### src/rtl/key_schedule_gen_if.sv
// Handshake bundle between the key register / round datapath and key_schedule_gen.
// KEY_PARITY_CHECK_EN adds the parity_err status line.
interface key_schedule_gen_if;
  logic        start;
  logic [63:0] key;
  logic        decrypt;
  logic        subkey_ack;
  logic [55:0] subkey;
  logic        subkey_valid;
  logic [3:0]  round;
  logic        busy;
  logic        done;
`ifdef KEY_PARITY_CHECK_EN
  logic        parity_err;

  modport master (output start, key, decrypt, subkey_ack,
                  input  subkey, subkey_valid, round, busy, done, parity_err);
  modport slave  (input  start, key, decrypt, subkey_ack,
                  output subkey, subkey_valid, round, busy, done, parity_err);
`else
  modport master (output start, key, decrypt, subkey_ack,
                  input  subkey, subkey_valid, round, busy, done);
  modport slave  (input  start, key, decrypt, subkey_ack,
                  output subkey, subkey_valid, round, busy, done);
`endif
endinterface

### src/rtl/key_schedule_gen.sv
// Sequential DES key schedule: PC-1 then per-round C/D rotations, one C||D word per ack.
// Optional macro KEY_PARITY_CHECK_EN rejects keys with any even-parity byte.
module key_schedule_gen #(
  parameter int ROUNDS = 16
) (
  input  logic             clk,
  input  logic             rst,
  key_schedule_gen_if.slave ks
);

  typedef enum logic [1:0] {IDLE, ISSUE, FIN} state_t;

  localparam logic [3:0]  LAST_ROUND = 4'(ROUNDS - 1);
  // Bit j set means round j+1 shifts by two; rounds 1, 2, 9 and 16 shift by one.
  localparam logic [15:0] SHIFT_TWO  = 16'b0111_1110_1111_1100;

  localparam int PC1 [56] = '{
    57, 49, 41, 33, 25, 17,  9,  1, 58, 50, 42, 34, 26, 18,
    10,  2, 59, 51, 43, 35, 27, 19, 11,  3, 60, 52, 44, 36,
    63, 55, 47, 39, 31, 23, 15,  7, 62, 54, 46, 38, 30, 22,
    14,  6, 61, 53, 45, 37, 29, 21, 13,  5, 28, 20, 12,  4
  };

  function automatic logic [55:0] pc1(input logic [63:0] k);
    logic [55:0] r;
    r = '0;
    for (int i = 0; i < 56; i++) r[55-i] = k[64-PC1[i]];
    return r;
  endfunction

  function automatic logic [27:0] rotl(input logic [27:0] x, input logic two);
    return two ? {x[25:0], x[27:26]} : {x[26:0], x[27]};
  endfunction

  function automatic logic [27:0] rotr(input logic [27:0] x, input logic two);
    return two ? {x[1:0], x[27:2]} : {x[0], x[27:1]};
  endfunction

  state_t      state_q, state_d;
  logic [55:0] cd_q, cd_d;
  logic [3:0]  round_q, round_d;
  logic        valid_q, valid_d;
  logic        busy_q, busy_d;
  logic        done_q, done_d;
  logic        mode_q, mode_d;
  logic        key_ok;
  logic [55:0] cd0;

  assign cd0 = pc1(ks.key);

`ifdef KEY_PARITY_CHECK_EN
  logic perr_q, perr_d;
  always_comb begin
    key_ok = 1'b1;
    for (int b = 0; b < 8; b++) if (!(^ks.key[8*b +: 8])) key_ok = 1'b0;
  end
  assign ks.parity_err = perr_q;
`else
  assign key_ok = 1'b1;
`endif

  // NOTE: every always_comb output gets a default before the case, so no path leaves it unassigned (no latch).
  always_comb begin
    state_d = state_q;
    cd_d    = cd_q;
    round_d = round_q;
    mode_d  = mode_q;
    valid_d = 1'b0;
    busy_d  = 1'b0;
    done_d  = 1'b0;
`ifdef KEY_PARITY_CHECK_EN
    perr_d  = 1'b0;
`endif
    case (state_q)
      IDLE: begin
        if (ks.start) begin
          if (!key_ok) begin
`ifdef KEY_PARITY_CHECK_EN
            perr_d = 1'b1;
`endif
          end else begin
            mode_d  = ks.decrypt;
            // Decrypt begins at CD16, which equals CD0 after a full 28-bit turn.
            cd_d    = ks.decrypt ? cd0 : {rotl(cd0[55:28], 1'b0), rotl(cd0[27:0], 1'b0)};
            round_d = '0;
            valid_d = 1'b1;
            busy_d  = 1'b1;
            state_d = ISSUE;
          end
        end
      end
      ISSUE: begin
        valid_d = 1'b1;
        busy_d  = 1'b1;
        if (ks.subkey_ack) begin
          if (round_q == LAST_ROUND) begin
            valid_d = 1'b0;
            busy_d  = 1'b0;
            done_d  = 1'b1;
            state_d = FIN;
          end else begin
            round_d = round_q + 4'd1;
            if (mode_q)
              cd_d = {rotr(cd_q[55:28], SHIFT_TWO[LAST_ROUND - round_q]),
                      rotr(cd_q[27:0],  SHIFT_TWO[LAST_ROUND - round_q])};
            else
              cd_d = {rotl(cd_q[55:28], SHIFT_TWO[round_q + 4'd1]),
                      rotl(cd_q[27:0],  SHIFT_TWO[round_q + 4'd1])};
          end
        end
      end
      FIN:     state_d = IDLE;
      default: state_d = IDLE;
    endcase
  end

  // NOTE: state registers use non-blocking assignments so every flop samples pre-edge values.
  always_ff @(posedge clk or posedge rst) begin
    if (rst) begin
      state_q <= IDLE;
      cd_q    <= '0;
      round_q <= '0;
      valid_q <= 1'b0;
      busy_q  <= 1'b0;
      done_q  <= 1'b0;
      mode_q  <= 1'b0;
`ifdef KEY_PARITY_CHECK_EN
      perr_q  <= 1'b0;
`endif
    end else begin
      state_q <= state_d;
      cd_q    <= cd_d;
      round_q <= round_d;
      valid_q <= valid_d;
      busy_q  <= busy_d;
      done_q  <= done_d;
      mode_q  <= mode_d;
`ifdef KEY_PARITY_CHECK_EN
      perr_q  <= perr_d;
`endif
    end
  end

  assign ks.subkey       = cd_q;
  assign ks.subkey_valid = valid_q;
  assign ks.round        = round_q;
  assign ks.busy         = busy_q;
  assign ks.done         = done_q;

endmodule

### src/flat_wrapper.sv
// flat-port wrapper written by rule: the top's interface ports become plain ports
module key_schedule_gen_flat 
#(
  parameter int ROUNDS = 16
)
  (clk, rst, ks_start, ks_key, ks_decrypt, ks_subkey_ack, ks_subkey, ks_subkey_valid, ks_round, ks_busy, ks_done);
  key_schedule_gen_if ks_i ();
  input  logic clk;
  input  logic rst;
  input wire logic [$bits(ks_i.start)-1:0] ks_start;
  input wire logic [$bits(ks_i.key)-1:0] ks_key;
  input wire logic [$bits(ks_i.decrypt)-1:0] ks_decrypt;
  input wire logic [$bits(ks_i.subkey_ack)-1:0] ks_subkey_ack;
  output wire logic [$bits(ks_i.subkey)-1:0] ks_subkey;
  output wire logic [$bits(ks_i.subkey_valid)-1:0] ks_subkey_valid;
  output wire logic [$bits(ks_i.round)-1:0] ks_round;
  output wire logic [$bits(ks_i.busy)-1:0] ks_busy;
  output wire logic [$bits(ks_i.done)-1:0] ks_done;
  assign ks_i.start = ks_start;
  assign ks_i.key = ks_key;
  assign ks_i.decrypt = ks_decrypt;
  assign ks_i.subkey_ack = ks_subkey_ack;
  assign ks_subkey = ks_i.subkey;
  assign ks_subkey_valid = ks_i.subkey_valid;
  assign ks_round = ks_i.round;
  assign ks_busy = ks_i.busy;
  assign ks_done = ks_i.done;
  key_schedule_gen #(.ROUNDS(ROUNDS)) u_core (.clk(clk), .rst(rst), .ks(ks_i));
endmodule
### config.mk
export PLATFORM = sky130hd
export DESIGN_NAME = key_schedule_gen_flat
export DESIGN_NICKNAME = d
export VERILOG_FILES = /design/src/rtl/key_schedule_gen_if.sv /design/src/rtl/key_schedule_gen.sv /design/src/flat_wrapper.sv
export SDC_FILE = /design/constraint.sdc
export NUM_CORES = 1
export LEC_CHECK = 0
export CAP_MARGIN = 20
export CORE_ASPECT_RATIO = 1.1
export CORE_MARGIN = 3
export CORE_UTILIZATION = 47
export DETAILED_ROUTE_END_ITERATION = 10
export HOLD_SLACK_MARGIN = 0.15
export PLACE_DENSITY_LB_ADDON = 0.05
export REMOVE_ABC_BUFFERS = 1
export SLEW_MARGIN = 10
export SYNTH_ARGS = -nofsm -noshare
export SYNTH_HDL_FRONTEND = slang
export SYNTH_SLANG_ARGS = --single-unit
### constraint.sdc
create_clock -name clk -period 2.4 [get_ports clk]
set_clock_uncertainty 0.2 [all_clocks]
set_input_delay 0.36 -clock clk [delete_from_list [all_inputs] [get_ports clk]]
set_output_delay 0.36 -clock clk [all_outputs]
set_load 0.02 [all_outputs]
[Yosys cells after proc, flatten, opt, wreduce, memory -nomap -nowiden]
Memories as Yosys holds them, arrays and structs flattened.
Index checks and enable logic that the tools add are counted.
Word-level totals
  memories: 2
  flip-flop bits (word level): 65
  output and inout bits: 63
  word-level logic and storage cells: 50
  input bits: 69
  memory bits (read-only): 32
Cells by class
  muxes and demuxes: 27
  magnitude comparators: 2
  add/sub/neg operators: 2
  eq/ne operators: 6
  reductions and logical operators: 5
Memory list
  (no name shown): words 16, bits a word 1, read ports 1, clocked after memory_dff 0, write ports 0, line key_schedule_gen.sv:107  | cd_d = {rotl(cd_q[55:28], SHIFT_TWO[round_q + 4'd1]),
  (no name shown): words 16, bits a word 1, read ports 1, clocked after memory_dff 0, write ports 0, line key_schedule_gen.sv:104  | cd_d = {rotr(cd_q[55:28], SHIFT_TWO[LAST_ROUND - round_q]),
Operators with widths (number)
  56-bit two-way mux: 5
  28-bit two-way mux: 4
  56-bit case mux with 2 select lines: 1
  4-bit two-way mux: 3
  4-bit by 5-bit less-than comparator with 1-bit output, second input constant: 2
  1-bit two-way mux: 8
  4-bit case mux with 2 select lines: 1
  2-bit two-way mux: 3
  2-bit inequality test, second input constant: 3
  4-bit by 1-bit adder with 4-bit output, second input constant: 1
  4-bit == test, second input constant: 1
  2-bit case mux with 2 select lines: 1
  4-bit AND reduction: 1
  4-bit subtractor, first input constant: 1
  3-bit AND reduction: 1
  2-bit by 1-bit == test with 1-bit output, second input constant: 1
  2-bit zero test: 1
  2-bit by 1-bit inequality test with 1-bit output, second input constant: 1
  1-bit case mux with 2 select lines: 1
  2-bit AND reduction: 1
  2-bit nonzero test: 1

[Logic depth before layout (Yosys ltp)]
  word-level depth: 8
  gate-level depth with buffers: 9

[Least setup slack after synthesis]
No wires, ideal clock.
  kind: register -> register
  start: reg u_core.round_q[0] (netlist: u_core.ks.round[0])
  end: reg u_core.cd_q[0] (netlist: u_core.ks.subkey[0])
  cell stages (with the launch flop): 10
  required time: 2066 ps
  buffers on the path: 2
  arrival: 2052 ps
  setup slack: 14 ps
  cell sequence: dfrtp_1 -> inv_1 -> ha_1 -> nor3_1 -> a311oi_1 -> a31oi_1 -> buf_4 -> buf_4 -> mux2i_1 -> a211oi_2
On the way
  cells in the longest elaborated chain, start to end: 8
Ends and longest elaborated chain
  from (decl): line key_schedule_gen.sv:41  | logic [3:0] round_q, round_d;
  from (signal assigned): line key_schedule_gen.sv:133  | round_q <= round_d;
  4-bit by 1-bit adder with 4-bit output or 4-bit subtractor (tied branches): line key_schedule_gen.sv:108, key_schedule_gen.sv:105
  memory 16 x 1 bit, on equally long branches
  1-bit two-way mux, on equally long branches
  28-bit two-way mux, on equally long branches: line key_schedule_gen.sv:32, key_schedule_gen.sv:36
  56-bit two-way mux: line key_schedule_gen.sv:103  | if (mode_q)
  56-bit two-way mux: line key_schedule_gen.sv:96  | if (round_q == LAST_ROUND) begin
  56-bit two-way mux: line key_schedule_gen.sv:95  | if (ks.subkey_ack) begin
  56-bit case mux with 2 select lines: line key_schedule_gen.sv:74  | case (state_q)
  to (signal assigned): line key_schedule_gen.sv:121  | cd_q <= '0;
  to (signal assigned): line key_schedule_gen.sv:132  | cd_q <= cd_d;
  to (decl): line key_schedule_gen.sv:40  | logic [55:0] cd_q, cd_d;
Parallel ways exist; a longest one is shown, timed or not. The select of a mux whose other input is x is not followed.
A chain may end at the register's enable or synchronous reset.

[Final worst setup path]
  start: reg u_core.round_q[0] (netlist: u_core.ks.round[0])
  end: reg u_core.cd_q[28] (netlist: u_core.ks.subkey[28])
On the way
  cells in the longest elaborated chain, start to end: 8
Ends and longest elaborated chain (line)
  4-bit by 1-bit adder with 4-bit output or 4-bit subtractor (tied branches): key_schedule_gen.sv:107, key_schedule_gen.sv:104
  memory 16 x 1 bit, on equally long branches
  1-bit two-way mux, on equally long branches: key_schedule_gen.sv:107, key_schedule_gen.sv:104
  28-bit two-way mux, on equally long branches: key_schedule_gen.sv:32, key_schedule_gen.sv:36
  56-bit two-way mux: key_schedule_gen.sv:103
  56-bit two-way mux: key_schedule_gen.sv:96
  56-bit two-way mux: key_schedule_gen.sv:95
  56-bit case mux with 2 select lines: key_schedule_gen.sv:74
Parallel ways exist; a longest one is shown, timed or not. The select of a mux whose other input is x is not followed.

==> impl_metrics.py <==
metrics = {
    "run_status": {
        "outcome": "completed",
    },
    "sta": {
        "fmax_mhz": 436,
        "layout_min_cycle_time_ns": 2.30,
        "final_max_slew_viol_count": 0,
        "slew-limit-headroom_pct": 54.8,
        "finalHoldViolations": 0,
        "holdWs_ns": 0.190,
        "worst_pin_slew_ns": 0.673,
        "finalSetupViolCount": 0,
        "fin_crit_sh_pct": 95.7,
    },
    "setup_path": {
        "critical_path_class": "reg -> reg",
        "crit_fanout": 19,
        "arrival_ns": 2.33,
        "start_kind": "register",
        "required_ns": 2.43,
        "end_kind": "register",
        "r2r_cells": 8,
    },
    "layout": {
        "utilization_pct": 65.7,
        "antenna_cells": 0,
        "n_fill_cell": 1044,
        "design_area_um2": 7750,
        "stdcell_count": 968,
        "final_cell_mix": "122 x nand2_1, 122 x clkdlybuf4s50_1, 61 x dfrtp_1",
        "synthToLayoutAreaGrowth_pct": 33.3,
        "nNetsFinal": 887,
        "drive_above_1_share_pct": 15.8,
    },
    "floorplanning": {
        "core_area_um2": 11800,
        "start_util_pct": 49.3,
        "num_rows": 41,
        "num_io_pins": 132,
        "die_w_um": 112,
        "die_area_um2": 13700,
        "die_y_um": 123,
    },
    "clock_tree": {
        "cts_made_buffers": 9,
        "clk_pin_slew_worst_paths_ns": 0.06,
        "cts_buffer_depth": 2,
        "htreeDepth": 3,
        "ctsHoldBuffers": 0,
        "cts_root_buf": "clkbuf_16",
        "cts_tree": "built",
        "clkLatencyLatePin_ns": 0.34,
        "cts_sinks": 65,
    },
    "synth": {
        "synth_cell_types": 36,
        "netlist_instances": 712,
        "ys_seq_elements": 65,
        "synthesis.area_um2": 5810,
        "seq_area_frac_synth_pct": 28.0,
        "synth_warnings": 0,
        "syn_area_per_cell_um2": 8.16,
    },
    "place": {
        "dp.cells": 948,
        "gp_congestion": 0.842,
        "io_buffers": 123,
        "dp_hpwl_mm": 11.5,
        "post_dp_cell_area_um2": 7300,
    },
    "grt": {
        "grt_overflow": 0,
        "grt_pass1_vias": 5669,
        "grt_util_all_layers_pct": 24.9,
        "grt_max_degree": 57,
        "antenna_found_initial": 0,
        "grt_pass1_wl_mm": 28.3,
    },
    "min_path": {
        "min_path_type": "in -> async",
    },
    "power_and_ir_drop": {
        "ir_drop_mv": 0.810,
        "powerDensity_nw_per_um2": 1520,
        "p_leak_nw": 3.13,
    },
    "drt": {
        "wire_per_inst_um": 17.8,
        "drc": 0,
        "first_pass_iters": 5,
        "ant_nets": 0,
        "routed_wl_mm": 17.2,
        "vias": 5839,
        "via_per_inst": 6.03,
        "drt_iter0_drc": 420,
    },
    "flow_run": {
        "drv_cap": 0,
    },
}
-- power by group --
group	leakage, nW	switching [mW]	internal [mW]	total, mW
clock network	0.153	0.496	0.889	1.38
registers	0.770	0.959	1.66	2.62
logic	2.20	4.05	3.75	7.80
total	3.13	5.50	6.29	11.8
-- layout make-up --
type / instances / area [um2] / area share (%)
inverters: 4 / 15.0 / 0.194
well taps: 150 / 188 / 2.42
clock buffers: 14 / 274 / 3.54
multi-input cells: 570 / 3880 / 50.1
clock inverters: 2 / 35.0 / 0.452
repair buffers: 163 / 1730 / 22.3
flip-flops and latches: 65 / 1630 / 21.0
-- through the flow --
stage	TNS [ns]	power, mW	setup WS, ns
finish	0	11.8	0.104
global placement	-0.00207	9.86	-0.00207
global route	-0.00187	12.6	-0.00187
CTS	0	11.7	0.00731
floorplan	-220.83	6.72	-3.78
detailed placement	-1.07	10.0	-0.0713
-- worst max-delay path, stage by stage, from the launching register on --
cell      delay [ns]
dfrtp_2         0.44
ha_4            0.21
mux2_2          0.28
a22oi_2         0.27
buf_6           0.16
buf_12          0.16
nand2_1         0.07
and3_1          0.19
a211oi_1        0.22
-- cell families (layout without fill, tap and decap cells) --
| kind of cell | after synthesis | in the layout | share of synthesized area [%] |
|---|---|---|---|
| multiplexers | 64 | 64 | 11.2 |
| XOR/XNOR | 2 | 2 | 0.301 |
| AND/OR/NAND/NOR | 310 | 310 | 26.5 |
| adder cells (fa/ha/maj) | 5 | 5 | 1.08 |
| flip-flops | 65 | 65 | 28.0 |
| AO/OA/AOI/OAI | 189 | 189 | 26.0 |
| buffers and inverters | 77 | 183 | 6.91 |
-- cell usage after synthesis, drive strengths merged --
| library cell | number | area (um2) |
|---|---|---|
| nand2 | 122 | 458 |
| a211oi | 108 | 1050 |
| dfrtp | 65 | 1630 |
| mux2i | 62 | 628 |
| nor2b | 58 | 363 |
| nor3 | 55 | 275 |
| and3 | 53 | 333 |
| a21oi | 52 | 260 |
| buf | 45 | 282 |
| clkbuf | 28 | 105 |
| o21ai | 14 | 70.1 |
| nand3 | 7 | 35.0 |
| nor2 | 7 | 26.3 |
| ha | 5 | 62.6 |
| inv | 4 | 15.0 |
| nand2b | 4 | 25.0 |
| o211a | 4 | 40.0 |
| a22o | 3 | 26.3 |
| a31oi | 2 | 12.5 |
| mux2 | 2 | 22.5 |
| o31ai | 2 | 15.0 |
| xnor2 | 2 | 17.5 |
| a21o | 1 | 7.51 |
| a22oi | 1 | 12.5 |
| a311oi | 1 | 8.76 |
| and2 | 1 | 6.26 |
| nand3b | 1 | 7.51 |
| nor3b | 1 | 7.51 |
| o211ai | 1 | 7.51 |
| or2 | 1 | 6.26 |
-- metal layers --
layer / share of wire (%) / wire, um / vias to the layer above / track usage (%)
met1: 44 / 7500 / 2815 / 31.3
met2: 48 / 8290 / 200 / 42.2
met3: 6.1 / 1040 / 28 / 5.52
li1: - / - / 2796 / -
met4: 2.0 / 352 / 0 / 9.32
met5: 0 / 0 / - / 0
-- state kept, by name, summed over array words and instances (netlist names) --
signal and count:
u_core.ks.subkey 56, u_core.mode_q 1, u_core.ks.round 4, u_core.ks.done 1, u_core.ks.subkey_valid 1, u_core.state_q 2
-- timing repair --
item | in CTS | in global routing
gates cloned | 1 | 0
buffers inserted | 2 | 1
pin swaps | 1 | 2
setup endpoints to repair | 50 | 53
gates resized for setup | 6 | 10
-- worst paths after layout --
check,from,endpoint,slack [ns]
min,rst,u_core.ks.subkey[7],0.19
max reg2reg,u_core.ks.round[0],u_core.ks.subkey[28],0.10
min reg2reg,u_core.mode_q,u_core.mode_q,0.40
max,u_core.ks.round[0],u_core.ks.subkey[28],0.10
min in group clk,u_core.mode_q,u_core.mode_q,0.40
max in group asynchronous,rst,u_core.ks.round[0],1.52
Power figures use the tool's default switching activity.
